File: src/rtl/pc_sequencer_pkg.sv
// Shared types for the program-counter sequencer and its return stack.
package pc_sequencer_pkg;

  // Sequencer states; encoding is fixed at 2 bits.
  typedef enum logic [1:0] {
    ST_RESET_VEC = 2'd0,
    ST_FETCH     = 2'd1,
    ST_EXEC      = 2'd2,
    ST_HALTED    = 2'd3
  } seq_state_t;

  // Decoder requests seen in EXEC, already qualified (jump = jumpReq && jumpCond).
  typedef struct packed {
    logic halt;
    logic ret;
    logic call;
    logic jump;
  } exec_req_t;

  // Stack pointer width: must represent 0..depth inclusive.
  function automatic int unsigned sp_width(input int unsigned depth);
    return $clog2(depth + 1);
  endfunction

endpackage

File: src/rtl/pc_return_stack.sv
// Return-address LIFO for call/ret; synchronous active-high reset clears the pointer.
module pc_return_stack
  import pc_sequencer_pkg::*;
#(
  parameter int unsigned WIDTH = 8,
  parameter int unsigned DEPTH = 4
) (
  input  logic             clk,
  input  logic             reset,
  input  logic             i_push,
  input  logic             i_pop,
  input  logic [WIDTH-1:0] i_data,
  output logic [WIDTH-1:0] o_top,
  output logic             o_full,
  output logic             o_empty
);

  localparam int unsigned SP_W  = sp_width(DEPTH);
  localparam int unsigned IDX_W = (DEPTH > 1) ? $clog2(DEPTH) : 1;

  logic [SP_W-1:0]  r_sp;
  logic [WIDTH-1:0] r_mem [DEPTH];
  logic [IDX_W-1:0] w_wr_idx;
  logic [IDX_W-1:0] w_rd_idx;

  assign w_wr_idx = IDX_W'(r_sp);
  assign w_rd_idx = IDX_W'(r_sp - SP_W'(1));
  assign o_full   = (r_sp == SP_W'(DEPTH));
  assign o_empty  = (r_sp == '0);
  assign o_top    = r_mem[w_rd_idx];

  // Pointer: push and pop are refused when full / empty respectively.
  always_ff @(posedge clk) begin
    if (reset) begin
      r_sp <= '0;
    end else if (i_push && !o_full) begin
      r_sp <= r_sp + SP_W'(1);
    end else if (i_pop && !o_empty) begin
      r_sp <= r_sp - SP_W'(1);
    end
  end

  // Storage write; contents need no reset because the pointer guards reads.
  always_ff @(posedge clk) begin
    if (!reset && i_push && !o_full) begin
      r_mem[w_wr_idx] <= i_data;
    end
  end

endmodule

File: src/rtl/pc_sequencer.sv
// Instruction-cycle controller driving PC load/count with a FETCH/EXEC loop.
// Optional return stack for call/ret is enabled by defining PC_STACK_EN.
module pc_sequencer
  import pc_sequencer_pkg::*;
#(
  parameter int unsigned     WIDTH        = 8,
  parameter logic [WIDTH-1:0] RESET_VECTOR = '0,
  parameter int unsigned     STACK_DEPTH  = 4
) (
  input  logic             clk,
  input  logic             reset,
  input  logic [WIDTH-1:0] pcValue,
  input  logic             memReady,
  input  logic             stall,
  input  logic             jumpReq,
  input  logic             jumpCond,
  input  logic [WIDTH-1:0] jumpTarget,
  input  logic             callReq,
  input  logic             retReq,
  input  logic             haltReq,
  output logic [WIDTH-1:0] pcLoadData,
  output logic             nPcLoadEnable,
  output logic             pcCountEnable,
  output logic             fetchReq,
  output logic             irLoad,
  output logic             halted,
  output logic             stackError
);

  seq_state_t       r_state;
  seq_state_t       w_next_state;
  exec_req_t        w_req;
  logic             w_push;
  logic             w_pop;
  logic             w_stack_fault;
  logic             w_full;
  logic             w_empty;
  logic [WIDTH-1:0] w_top;

`ifdef PC_STACK_EN
  logic r_stack_err;

  pc_return_stack #(
    .WIDTH (WIDTH),
    .DEPTH (STACK_DEPTH)
  ) u_stack (
    .clk     (clk),
    .reset   (reset),
    .i_push  (w_push),
    .i_pop   (w_pop),
    .i_data  (pcValue),
    .o_top   (w_top),
    .o_full  (w_full),
    .o_empty (w_empty)
  );

  // Sticky overflow/underflow flag, cleared only by reset.
  always_ff @(posedge clk) begin
    if (reset) begin
      r_stack_err <= 1'b0;
    end else if (w_stack_fault) begin
      r_stack_err <= 1'b1;
    end
  end

  assign stackError = r_stack_err && !reset;
  assign w_req      = '{halt: haltReq, ret: retReq, call: callReq, jump: jumpReq && jumpCond};
`else
  logic w_unused_stack;

  assign w_full         = 1'b0;
  assign w_empty        = 1'b0;
  assign w_top          = '0;
  assign stackError     = 1'b0;
  assign w_req          = '{halt: haltReq, ret: 1'b0, call: 1'b0, jump: jumpReq && jumpCond};
  assign w_unused_stack = ^{callReq, retReq, pcValue, w_push, w_pop, w_stack_fault,
                            32'(STACK_DEPTH)};
`endif

  // State register; reset parks the sequencer on the reset-vector load.
  always_ff @(posedge clk) begin
    if (reset) begin
      r_state <= ST_RESET_VEC;
    end else begin
      r_state <= w_next_state;
    end
  end

  // Next state and Mealy strobes; reset forces every strobe idle.
  always_comb begin
    w_next_state  = r_state;
    pcLoadData    = RESET_VECTOR;
    nPcLoadEnable = 1'b1;
    pcCountEnable = 1'b0;
    fetchReq      = 1'b0;
    irLoad        = 1'b0;
    halted        = 1'b0;
    w_push        = 1'b0;
    w_pop         = 1'b0;
    w_stack_fault = 1'b0;
    if (!reset) begin
      case (r_state)
        ST_RESET_VEC: begin
          nPcLoadEnable = 1'b0;
          w_next_state  = ST_FETCH;
        end
        ST_FETCH: begin
          fetchReq = 1'b1;
          if (memReady && !stall) begin
            irLoad        = 1'b1;
            pcCountEnable = 1'b1;
            w_next_state  = ST_EXEC;
          end
        end
        ST_EXEC: begin
          if (!stall) begin
            w_next_state = ST_FETCH;
            if (w_req.halt) begin
              w_next_state = ST_HALTED;
            end else if (w_req.ret) begin
              if (w_empty) begin
                w_stack_fault = 1'b1;
                w_next_state  = ST_HALTED;
              end else begin
                w_pop         = 1'b1;
                nPcLoadEnable = 1'b0;
                pcLoadData    = w_top;
              end
            end else if (w_req.call) begin
              if (w_full) begin
                w_stack_fault = 1'b1;
                w_next_state  = ST_HALTED;
              end else begin
                w_push        = 1'b1;
                nPcLoadEnable = 1'b0;
                pcLoadData    = jumpTarget;
              end
            end else if (w_req.jump) begin
              nPcLoadEnable = 1'b0;
              pcLoadData    = jumpTarget;
            end
          end
        end
        ST_HALTED: begin
          halted = 1'b1;
        end
        default: begin
          w_next_state = ST_RESET_VEC;
        end
      endcase
    end
  end

endmodule

File: config.mk
export PLATFORM = sky130hd
export DESIGN_NAME = pc_sequencer
export DESIGN_NICKNAME = d
export VERILOG_FILES = /design/src/rtl/pc_sequencer_pkg.sv /design/src/rtl/pc_return_stack.sv /design/src/rtl/pc_sequencer.sv
export SDC_FILE = /design/constraint.sdc
export NUM_CORES = 1
export LEC_CHECK = 0
export CORE_MARGIN = 3
export CORE_UTILIZATION = 22
export CTS_CLUSTER_SIZE = 12
export DETAILED_ROUTE_END_ITERATION = 7
export GPL_TIMING_DRIVEN = 1
export PLACE_DENSITY = 0.73
export SYNTH_ARGS = -nofsm -noshare
export SYNTH_HDL_FRONTEND = slang
export SYNTH_HIERARCHICAL = 1
export SYNTH_SLANG_ARGS = --single-unit
File: constraint.sdc
create_clock -name clk -period 1.4 [get_ports clk]
set_input_delay 0.28 -clock clk [delete_from_list [all_inputs] [get_ports clk]]
set_output_delay 0.28 -clock clk [all_outputs]
set_load 0.02 [all_outputs]
## Word level (Yosys, flattened, before mapping)

Index checks and enable logic that the tools add are counted.

- Register bits: 2
- Latch bits: 0
- Memory bits (writable): 0
- ROM bits: 0
- Output and inout bits: 14
- Logic and storage cells: 33
- Memories kept: 0

- Add/sub/neg operators: 0
- Multiply operators: 0
- Div/mod/pow operators: 0
- Order comparisons: 0
- Eq/ne operators: 5
- Shift-type cells: 0
- Mux-type cells: 21
- Bitwise gates (word level): 0
- Reductions and logical operators: 6

Operators by type and width:

| kind | number |
|---|---|
| $mux W8 | 5 |
| $mux W1 | 11 |
| $mux W2 | 3 |
| $pmux W2 S3 | 1 |
| $eq A2 B2 Y1 const B | 2 |
| $ne A2 B2 Y1 const B | 2 |
| $reduce_and A3 Y1 | 1 |
| $reduce_bool A3 Y1 | 1 |
| $eq A2 B1 Y1 const B | 1 |
| $logic_and A1 B1 Y1 | 2 |
| $logic_not A2 Y1 | 1 |
| $pmux W1 S2 | 1 |
| $logic_not A1 Y1 | 1 |

## Longest topological paths before layout

Gate-level depths: netlist of run 1.

- Word-level depth: 6
- Gate-level depth with buffers: 5

## Worst setup path before layout of run 1

OpenSTA, ideal clock, no wires.

- Path kind: flip-flop to output port
- Start point: reg r_state[0]
- End point: out pcCountEnable
- Arrival time: 1.452 ns
- Slack: -0.332 ns
- Stages on the path, launching flop included: 5
- Path buffers: 1
- Cells stage by stage: dfxtp_1 > ha_1 > nor2b_1 > and3b_2 > buf_4

- Word-level cells in the longest chain between the ends: 3

Ends and longest elaborated chain:

| item | line | text |
|---|---|---|
| from (decl) | pc_sequencer.sv:30 | `seq_state_t r_state;` |
| from (signal assigned) | pc_sequencer.sv:85 | `r_state <= w_next_state;` |
| $eq A2 B1 Y1 | n/a |  |
| $mux W1 (2 in series) | n/a |  |
| to (decl) | pc_sequencer.sv:23 | `output logic pcCountEnable,` |

No other way between the ends.

## Worst setup path in the final report of run 1

- Start point: in haltReq
- End point: out pcLoadData[2]

- Word-level cells in the longest chain between the ends: 4

Ends and longest elaborated chain:

| item | line | text |
|---|---|---|
| from (decl) | pc_sequencer.sv:20 | `input logic haltReq,` |
| $mux W8 | pc_sequencer.sv:118 | `if (w_req.halt) begin` |
| $mux W8 | pc_sequencer.sv:116 | `if (!stall) begin` |
| $mux W8 | pc_sequencer.sv:102 | `case (r_state)` |
| $mux W8 | pc_sequencer.sv:101 | `if (!reset) begin` |
| to (decl) | pc_sequencer.sv:21 | `output logic [WIDTH-1:0] pcLoadData,` |

No other way between the ends.

==> impl_metrics.json, run 1 <==
{
  "wirelength_mm": 1.01,
  "max_stage_delay_ps": 420,
  "die_x_um": 43.8,
  "startpoint_type": "primary input",
  "synthToLayoutAreaGrowth_pct": 153,
  "clk_path_buf_depth": 2,
  "diodes": 0,
  "finalNonFillerCells": 92,
  "cts-root-buf": "clkbuf_4",
  "grt_antenna_before_repair": 0,
  "die_y_um": 43.8,
  "hold_depth": 3,
  "largest_register_ffs": 2,
  "pwr_density_cell_nw_per_um2": 536,
  "initial_core_util": 0.258,
  "yosysUniqueCellTypes": 20,
  "clk_pin_slew_worst_paths_ps": 40,
  "power_leakage_nw": 0.372,
  "min_from": "reset",
  "min_period_over_period": 1.19,
  "crit_type": "primary input to primary output",
  "hold_buffers": 0,
  "synth_cells": 40,
  "wl_per_cell_um": 11.0,
  "gp_congestion": 0.805,
  "cts_setup_buffers": 0,
  "io_pins": 39,
  "synth_warnings": 6,
  "largest-register": "r_state",
  "regToRegSetupSlack_ps": -230,
  "worstReg2RegStart": "r_state[1]$_SDFFE_PP0P_",
  "power_frac_seq": 0.166,
  "num_vias": 411,
  "critPathTopFamily": "simple AND/OR/NAND/NOR gates",
  "final_cell_mix": "clkdlybuf4s50_1 (13), buf_6 (11), buf_4 (10), and2_4 (8)",
  "grt_pass1_wl_mm": 1.55,
  "fin_nets": 109,
  "synthesis.area_sq_um": 314,
  "r2r-end": "r_state[1]$_SDFFE_PP0P_",
  "dr.pass1.iters": 2,
  "status": "finished with violations",
  "final_common_cell": "clkdlybuf4s50_1",
  "violations": "negative setup slack",
  "drv_cap": 0,
  "peakVddDrop_mv": 0.423,
  "cts_sinks": 2,
  "setup_violations": 15,
  "crit_path_max_fanout": 8,
  "hold_violations": 0,
  "hp-class": "primary input to register",
  "vias_per_cell": 4.47,
  "utilization": 0.652,
  "htreeDepth": 1,
  "crit_required_ps": 1120,
  "die_area_sq_um": 1920,
  "cp_slowest_cell": "clkdlybuf4s50_1",
  "cts_made_buffers": 3,
  "synth.net_count": 70,
  "switching_share": 0.311,
  "clock_power_share": 0.341,
  "portBuffers": 27,
  "grt_max_degree": 9,
  "drc": 0,
  "ys_seq_area_frac": 0.127,
  "p_comb_frac": 0.493,
  "setup_ws_ps": -263,
  "clock.fmax_ghz": 0.601,
  "reg2regPathDepth": 6,
  "clkLatencyLatePin_ps": 230,
  "ant_nets": 0,
  "hold_end": "r_state[0]$_SDFFE_PP0P_",
  "reg_top3": "r_state (2)",
  "hpwlAfterDp_um": 835,
  "path_buf_inv": 2,
  "dp_cells": 88,
  "overflow": 0,
  "p_sw_uw": 132,
  "synth-seq-cells": 2,
  "dp_slack_ps": -767,
  "avgSynthCellArea_sq_um": 7.85,
  "grt_use_total": 0.109,
  "finalInstanceArea_sq_um": 793,
  "post_dp_cell_area_sq_um": 714,
  "p_int_uw": 293,
  "cp_cell_sequence": "clkdlybuf4s50_1 > nor2_1 > and4_4 > and2_4 > buf_6",
  "critPathCaptureType": "primary output",
  "grt_pass1_vias": 387,
  "drt-initial-drc-count": 2,
  "drive_above_1_share": 0.641,
  "grt_setup_unrepaired": "yes",
  "finClkSkew_ps": 8.42,
  "worst-endpoint-arrival_ps": 1380,
  "coreArea_sq_um": 1220,
  "cts_tree": "yes",
  "min_period_ps": 1660,
  "rows": 12,
  "maxSlewViolCount": 0
}
cell usage after synthesis:
cell type  count  area (sq um)
a211o_2        1          10.0
a211oi_1       2          15.0
a21o_1         1          7.51
a21oi_1        2          10.0
and2_1         8          50.1
and3_1         1          6.26
and3b_2        1          10.0
and4_1         1          8.76
buf_4          2          15.0
conb_1         1          3.75
dfxtp_1        2          40.0
ha_1           5          62.6
inv_1          3          11.3
nand2_1        1          3.75
nand2b_1       1          6.26
nand4_1        1          6.26
nor2_1         2          7.51
nor2b_1        3          18.8
o21ba_1        1          10.0
or3b_4         1          11.3
worst reg2reg max path: stages, from the launching register on:
cell and delay (ps):
dfxtp_4 350, buf_4 140, buf_4 140, ha_4 150, or3b_4 390, and3_4 180
o21ba_1 170
logic make-up after synthesis:
group           synth area share
flops                      0.127
fa+ha+maj                  0.199
buf+inv                   0.0836
other cells               0.0119
simple gates               0.410
compound gates             0.167
timing repair:
| item | in CTS | in global routing |
|---|---|---|
| setup endpoints to repair | 15 | 15 |
| pin swaps | 5 | 2 |
| resized for setup | 81 | 5 |
metrics by stage:
stage / hold slack, ps / power [mW] / setup TNS (ps)
6_report: 575 / 0.425 / -3220
5_1_grt: 584 / 0.460 / -4090
4_1_cts: 581 / 0.423 / -3430
3_5_place_dp: 655 / 0.259 / -9420
3_3_place_gp: 650 / 0.257 / -9070
2_1_floorplan: 343 / 0.158 / -29.6
area by class of cell:
type                       instances  area (sq um)
fill                             109           423
multi-input combinational         33           343
timing repair buffer              36           343
sequential                         2          47.5
clock buffer                       4          26.3
tap                               14          17.5
inverter                           3          16.3
worst max-delay path by stage:
stage                            startpoint             to  slack, ps  cells past startpoint
finish                              haltReq  pcLoadData[2]       -260                      5
global route        r_state[0]$_SDFFE_PP0P_  pcLoadData[6]       -340                      6
CTS                 r_state[0]$_SDFFE_PP0P_  pcLoadData[2]       -280                      6
detailed placement                  haltReq  pcLoadData[2]       -770                      5
global placement                    haltReq  pcLoadData[2]       -730                      5
floorplan           r_state[1]$_SDFFE_PP0P_  pcCountEnable        -30                      5
power groups by stage:
| stage | Clock (mW) | Combinational (mW) | Sequential, mW |
|---|---|---|---|
| 2_1_floorplan | 0 | 0.0815 | 0.0763 |
| 3_3_place_gp | 0 | 0.186 | 0.0706 |
| 3_5_place_dp | 0 | 0.188 | 0.0708 |
| 4_1_cts | 0.157 | 0.195 | 0.0711 |
| 5_1_grt | 0.161 | 0.227 | 0.0716 |
| 6_report | 0.145 | 0.210 | 0.0708 |
routing by layer:
layer | part of all wire | up-vias | wire [um] | track usage
met5 | 0 | - | 0 | 0
met4 | 0 | 0 | 0 | 0.0723
met3 | 0.12 | 0 | 126 | 0.0249
met2 | 0.48 | 25 | 481 | 0.183
met1 | 0.40 | 180 | 401 | 0.120
li1 | - | 206 | - | -
(Power assumes the default switching activity.)
==> run 2: changes to the inputs <==
- CTS_CLUSTER_DIAMETER: unset -> 100
==> results of run 2 <==
No change in the layout: final DEF, timing and power equal those of run 1.
